<file path="src/rtl/vga_timing_pkg.sv">
// vga_timing_pkg: default 320x480 raster geometry and counter-width helper.
package vga_timing_pkg;
    localparam int DEF_H_ACTIVE = 320;
    localparam int DEF_H_FP     = 8;
    localparam int DEF_H_SYNC   = 48;
    localparam int DEF_H_BP     = 24;
    localparam int DEF_V_ACTIVE = 480;
    localparam int DEF_V_FP     = 10;
    localparam int DEF_V_SYNC   = 2;
    localparam int DEF_V_BP     = 33;

    function automatic int clog2_total(input int active, input int fp, input int sync, input int bp);
        return $clog2(active + fp + sync + bp);
    endfunction
endpackage

</file>
<file path="src/rtl/vga_timing_gen_axis.sv">
// timing_axis_cntr: one raster axis; count register plus sync/blank decoded from the next count.
module timing_axis_cntr
    import vga_timing_pkg::*;
#(
    parameter int ACTIVE = DEF_H_ACTIVE,
    parameter int FP     = DEF_H_FP,
    parameter int SYNC   = DEF_H_SYNC,
    parameter int BP     = DEF_H_BP,
    parameter bit POL    = 1'b0,
    localparam int W     = clog2_total(ACTIVE, FP, SYNC, BP)
) (
    input  logic         clock,
    input  logic         reset,
    input  logic         step_en,
    output logic [W-1:0] count,
    output logic         wrap,
    output logic         sync,
    output logic         blank
);
    localparam int TOTAL = ACTIVE + FP + SYNC + BP;
    // Every boundary is below TOTAL, so it fits the W-bit count exactly.
    localparam logic [W-1:0] LAST    = W'(TOTAL - 1);
    localparam logic [W-1:0] BLANK_LO = W'(ACTIVE);
    localparam logic [W-1:0] SYNC_LO = W'(ACTIVE + FP);
    localparam logic [W-1:0] SYNC_HI = W'(ACTIVE + FP + SYNC);

    if (ACTIVE < 1 || FP < 1 || SYNC < 1 || BP < 1) begin : g_bad
        $error("timing_axis_cntr: ACTIVE, FP, SYNC and BP must all be nonzero");
    end

    logic [W-1:0] next_count;

    always_comb begin
        wrap       = step_en && count == LAST;
        next_count = wrap ? '0 : step_en ? count + W'(1) : count;
        blank      = next_count >= BLANK_LO;
        sync       = (next_count >= SYNC_LO && next_count < SYNC_HI) ? POL : ~POL;
    end

    always_ff @(posedge clock or posedge reset)
        if (reset)
            count <= '0;
        else
            count <= next_count;
endmodule

</file>
<file path="src/rtl/vga_timing_gen.sv">
// vga_timing_gen: VGA raster timing; h/v axis counters with registered sync, blank, active and strobes.
module vga_timing_gen
    import vga_timing_pkg::*;
#(
    parameter int H_ACTIVE  = DEF_H_ACTIVE,
    parameter int H_FP      = DEF_H_FP,
    parameter int H_SYNC    = DEF_H_SYNC,
    parameter int H_BP      = DEF_H_BP,
    parameter int V_ACTIVE  = DEF_V_ACTIVE,
    parameter int V_FP      = DEF_V_FP,
    parameter int V_SYNC    = DEF_V_SYNC,
    parameter int V_BP      = DEF_V_BP,
    parameter bit HSYNC_POL = 1'b0,
    parameter bit VSYNC_POL = 1'b0,
    localparam int HW       = clog2_total(H_ACTIVE, H_FP, H_SYNC, H_BP),
    localparam int VW       = clog2_total(V_ACTIVE, V_FP, V_SYNC, V_BP)
) (
    input  logic          clock,
    input  logic          reset,
    input  logic          pix_en,
    output logic          hsync,
    output logic          vsync,
    output logic          hblank,
    output logic          vblank,
    output logic          active,
    output logic [HW-1:0] pixel_x,
    output logic [VW-1:0] pixel_y,
    output logic          line_start,
    output logic          frame_start
);
    localparam int H_TOTAL = H_ACTIVE + H_FP + H_SYNC + H_BP;
    localparam int V_TOTAL = V_ACTIVE + V_FP + V_SYNC + V_BP;

    logic h_wrap, h_sync, h_blank, v_wrap, v_sync, v_blank;

    timing_axis_cntr #(.ACTIVE(H_ACTIVE), .FP(H_FP), .SYNC(H_SYNC), .BP(H_BP), .POL(HSYNC_POL)) u_h (
        .clock(clock), .reset(reset), .step_en(pix_en),
        .count(pixel_x), .wrap(h_wrap), .sync(h_sync), .blank(h_blank)
    );

    timing_axis_cntr #(.ACTIVE(V_ACTIVE), .FP(V_FP), .SYNC(V_SYNC), .BP(V_BP), .POL(VSYNC_POL)) u_v (
        .clock(clock), .reset(reset), .step_en(pix_en & h_wrap),
        .count(pixel_y), .wrap(v_wrap), .sync(v_sync), .blank(v_blank)
    );

    // An h-wrap forces a v-step, so next_y == 0 on an h-wrap exactly when v wraps.
    always_ff @(posedge clock or posedge reset)
        if (reset) begin
            hsync       <= ~HSYNC_POL;
            vsync       <= ~VSYNC_POL;
            hblank      <= 1'b0;
            vblank      <= 1'b0;
            active      <= 1'b1;
            line_start  <= 1'b0;
            frame_start <= 1'b0;
        end else begin
            hsync       <= h_sync;
            vsync       <= v_sync;
            hblank      <= h_blank;
            vblank      <= v_blank;
            active      <= ~h_blank & ~v_blank;
            line_start  <= h_wrap;
            frame_start <= h_wrap & v_wrap;
        end
endmodule

</file>
<file path="config.mk">
export PLATFORM = sky130hd
export DESIGN_NAME = vga_timing_gen
export DESIGN_NICKNAME = d
export VERILOG_FILES = /design/src/rtl/vga_timing_pkg.sv /design/src/rtl/vga_timing_gen_axis.sv /design/src/rtl/vga_timing_gen.sv
export SDC_FILE = /design/constraint.sdc
export NUM_CORES = 1
export LEC_CHECK = 0
export CAP_MARGIN = 20
export CORE_MARGIN = 3
export CORE_UTILIZATION = 55
export DETAILED_ROUTE_END_ITERATION = 12
export PLACE_DENSITY_LB_ADDON = 0.25
export SLEW_MARGIN = 25
export SYNTH_ARGS = -nofsm -noshare
export SYNTH_HDL_FRONTEND = slang
export SYNTH_SLANG_ARGS = --single-unit
</file>
<file path="constraint.sdc">
create_clock -name clock -period 2.9 [get_ports clock]
set_input_delay 0.435 -clock clock [delete_from_list [all_inputs] [get_ports clock]]
set_output_delay 0.435 -clock clock [all_outputs]
set_load 0.03 [all_outputs]
</file>
==> impl_results.md <==
- Status: completed
- DR WL/cell: 15.7 um
- Fin Setup TNS: 0 ns
- Seq cells post-synth: 26
- Hold slack final: 0.491 ns
- Tot Pwr: 1.07 mW
- Vias: 1,182
- Post-CTS Hold Fix Bufs: 0
- Initial antenna violation count: 0
- N_diodes: 0
- TritonCTS clock tree: done
- Final Routed Wirelength: 3.07 mm
- Commonest non-fill, non-tap cells in the layout: clkdlybuf4s50_1 (28), dfrtp_1 (23), nand2_1 (9), o21ai_0 (8)
- Count of input and output buffers: 28
- FF-to-FF Start: u_h.count[0]
- Die X: 57.5 um
- Clk sinks: 26
- Worst-case reg-to-reg path depth: 7
- Synth warnings: 0
- Pwr dens: 607 nW/um^2
- Synth Area in Adders: 2.57%
- Die height: 57.5 um
- Final ANT Viol Nets: 0
- R2r setup slk: 0.65 ns
- Pleak: 0.718 nW
- Commonest non-fill, non-tap cell in the layout: clkdlybuf4s50_1
- Rows: 18
- CTS max path bufs: 2
- Total grt overflow: 0
- Final Hold Vio Count: 0
- Syn-to-layout area delta: 20.2%
- Post-synth EDFFs: 0
- DP HPWL: 2.27 mm
- DRC Markers: 0
- Main combinational cell family by area after synthesis: simple AND/OR/NAND/NOR gates
- Largest net degree at the start of global routing: 27
- Clk_lat worst skew: 0.31 ns
- Pre-antenna DRT Iters: 4
- Register clock-pin slew on the reported worst setup and hold paths: 0.14 ns
- Commonest register cell after synthesis: dfrtp_1
- CP arrival: 2.59 ns
- Post-Synthesis Cells: 142
- Worst Path Required: 3.14 ns
- Setup violators final: 0
- First-pass GRT wire length: 5.31 mm
- Vias in the first global route: 1,152
- Post-synthesis xor/xnor area fraction: 5.40%
- Initial Util: 58.4%
- H-tree level count: 1
- Worst Tran Pin Value: 0.904 ns
- MaxCap Viol Count: 0
- Max-slew violation count: 0
- Post-synth cell types: 54
- Io pins: 29
- Total Nets Final: 173
- Period minus WS final: 2.35 ns
- DRT iter0 DRCs: 54
- Hold Path Class: in -> async
- RePlAce Congestion: 0.883
- Cell area after synthesis: 1460 sq um
- Syn avg cell area: 10.3 sq um
- Crit Path Max Fanout: 17
- Post-cts sizing count: 0
- Compound-Gate Fraction of Synth Area: 14.9%
- Simple-gate portion of the synthesized area: 23.8%
- DR vias/cell: 6.03
- Rel. slew slack: 39.4%
- CP endpoint kind: flip-flop
- Setup bufs post-CTS: 0
- Worst vdd ir: 681 uV
- Area of the die: 3310 sq um
- Setup CP Type: in -> reg
- Cts bufs inserted: 3
- Multiplexer share of the synthesized area: 2.14%
- Ratio of cells with drive above 1 in the final layout: 12.0%
- R2r endpoint: active
- Sequential fraction of the synthesis area: 44.9%
- F_max: 425 MHz
- Max Clock Skew: 0.00586 ns
- Share of flip-flops with an asynchronous set or reset: 100%
- Final period util: 81.1%
- Tot GR Track Use: 20.3%
- Crit path launch type: primary input
- Root buffer cell: clkbuf_4
- Synth Net Count: 148
- RSZ-0062 raised after global routing: no
- Core area: 2500 sq um
## registers in the layout (all words and copies together), names as in the netlist
name	cells
u_h.count	9
hsync	1
active	1
hblank	1
u_v.count	10
vblank	1
line_start	1
vsync	1
frame_start	1
## cell usage after synthesis, types with 2 or more instances
master	instances	area share (%)
o31ai_1	5	2.6
nand2_1	9	2.3
nand4_1	6	2.6
dfrtp_1	23	39
inv_1	8	2.1
nor3_1	3	1.0
buf_4	2	1.0
clkbuf_1	2	0.51
buf_2	2	0.69
and2_1	3	1.3
dfstp_2	3	5.4
ha_1	3	2.6
and4_1	3	1.8
mux2i_1	2	1.4
nand2b_1	3	1.3
nor2_1	7	1.8
xnor2_1	6	3.6
o21ai_0	8	2.7
nand3_1	7	2.4
xor2_1	3	1.8
## through the flow
step | area [sq um] | cells | setup slack [ns] | utilization [%]
4_1_cts | 1750 | 196 | 0.566 | 70.2
3_5_place_dp | 1720 | 192 | 0.232 | 68.7
2_1_floorplan | 1460 | 142 | 0.698 | -
5_1_grt | 1750 | 196 | 0.435 | 70.2
3_3_place_gp | 1720 | 192 | 0.355 | 68.7
6_report | 1750 | 196 | 0.549 | 70.2
## power breakdown
| part | internal (mW) | total, mW | switching (mW) |
|---|---|---|---|
| clock network | 0.0767 | 0.181 | 0.104 |
| logic | 0.164 | 0.377 | 0.213 |
| registers | 0.412 | 0.508 | 0.0961 |
| total | 0.653 | 1.07 | 0.413 |
## critical path, cell delays in order
cell             delay, ns
clkdlybuf4s50_1       0.59
and4_1                0.36
nand3_1               0.31
inv_2                 0.32
and2_1                0.23
a21oi_2               0.07
a311oi_2              0.27
## layer usage
layer | part of all wire, % | global-route usage, %
met5 | 0 | 0
met3 | 4.4 | 2.94
met4 | 0.65 | 4.64
met2 | 48 | 31.6
met1 | 47 | 29.9
## area by class of cell
cell class                 instances  area (sq um)
timing repair buffer              28           280
multi-input combinational         99           712
fill                             204           746
clock buffer                       4          36.3
sequential                        26           654
inverter                           9          33.8
tap                               30          37.5
## how the worst max path moves through the flow
stage | start | to | slack [ns] | cells after the start
2_1_floorplan | u_h.count[0] | active | 0.70 | 7
3_3_place_gp | pix_en | active | 0.35 | 6
3_5_place_dp | pix_en | active | 0.23 | 7
4_1_cts | pix_en | active | 0.57 | 7
5_1_grt | pix_en | active | 0.43 | 7
6_report | pix_en | active | 0.55 | 7
## cell families after synthesis
family | count (synthesis)
compound gates | 29
buf+inv | 17
simple gates | 55
fa+ha+maj | 3
mux | 3
xor+xnor | 9
flops | 26
(Power assumes the default switching activity.)
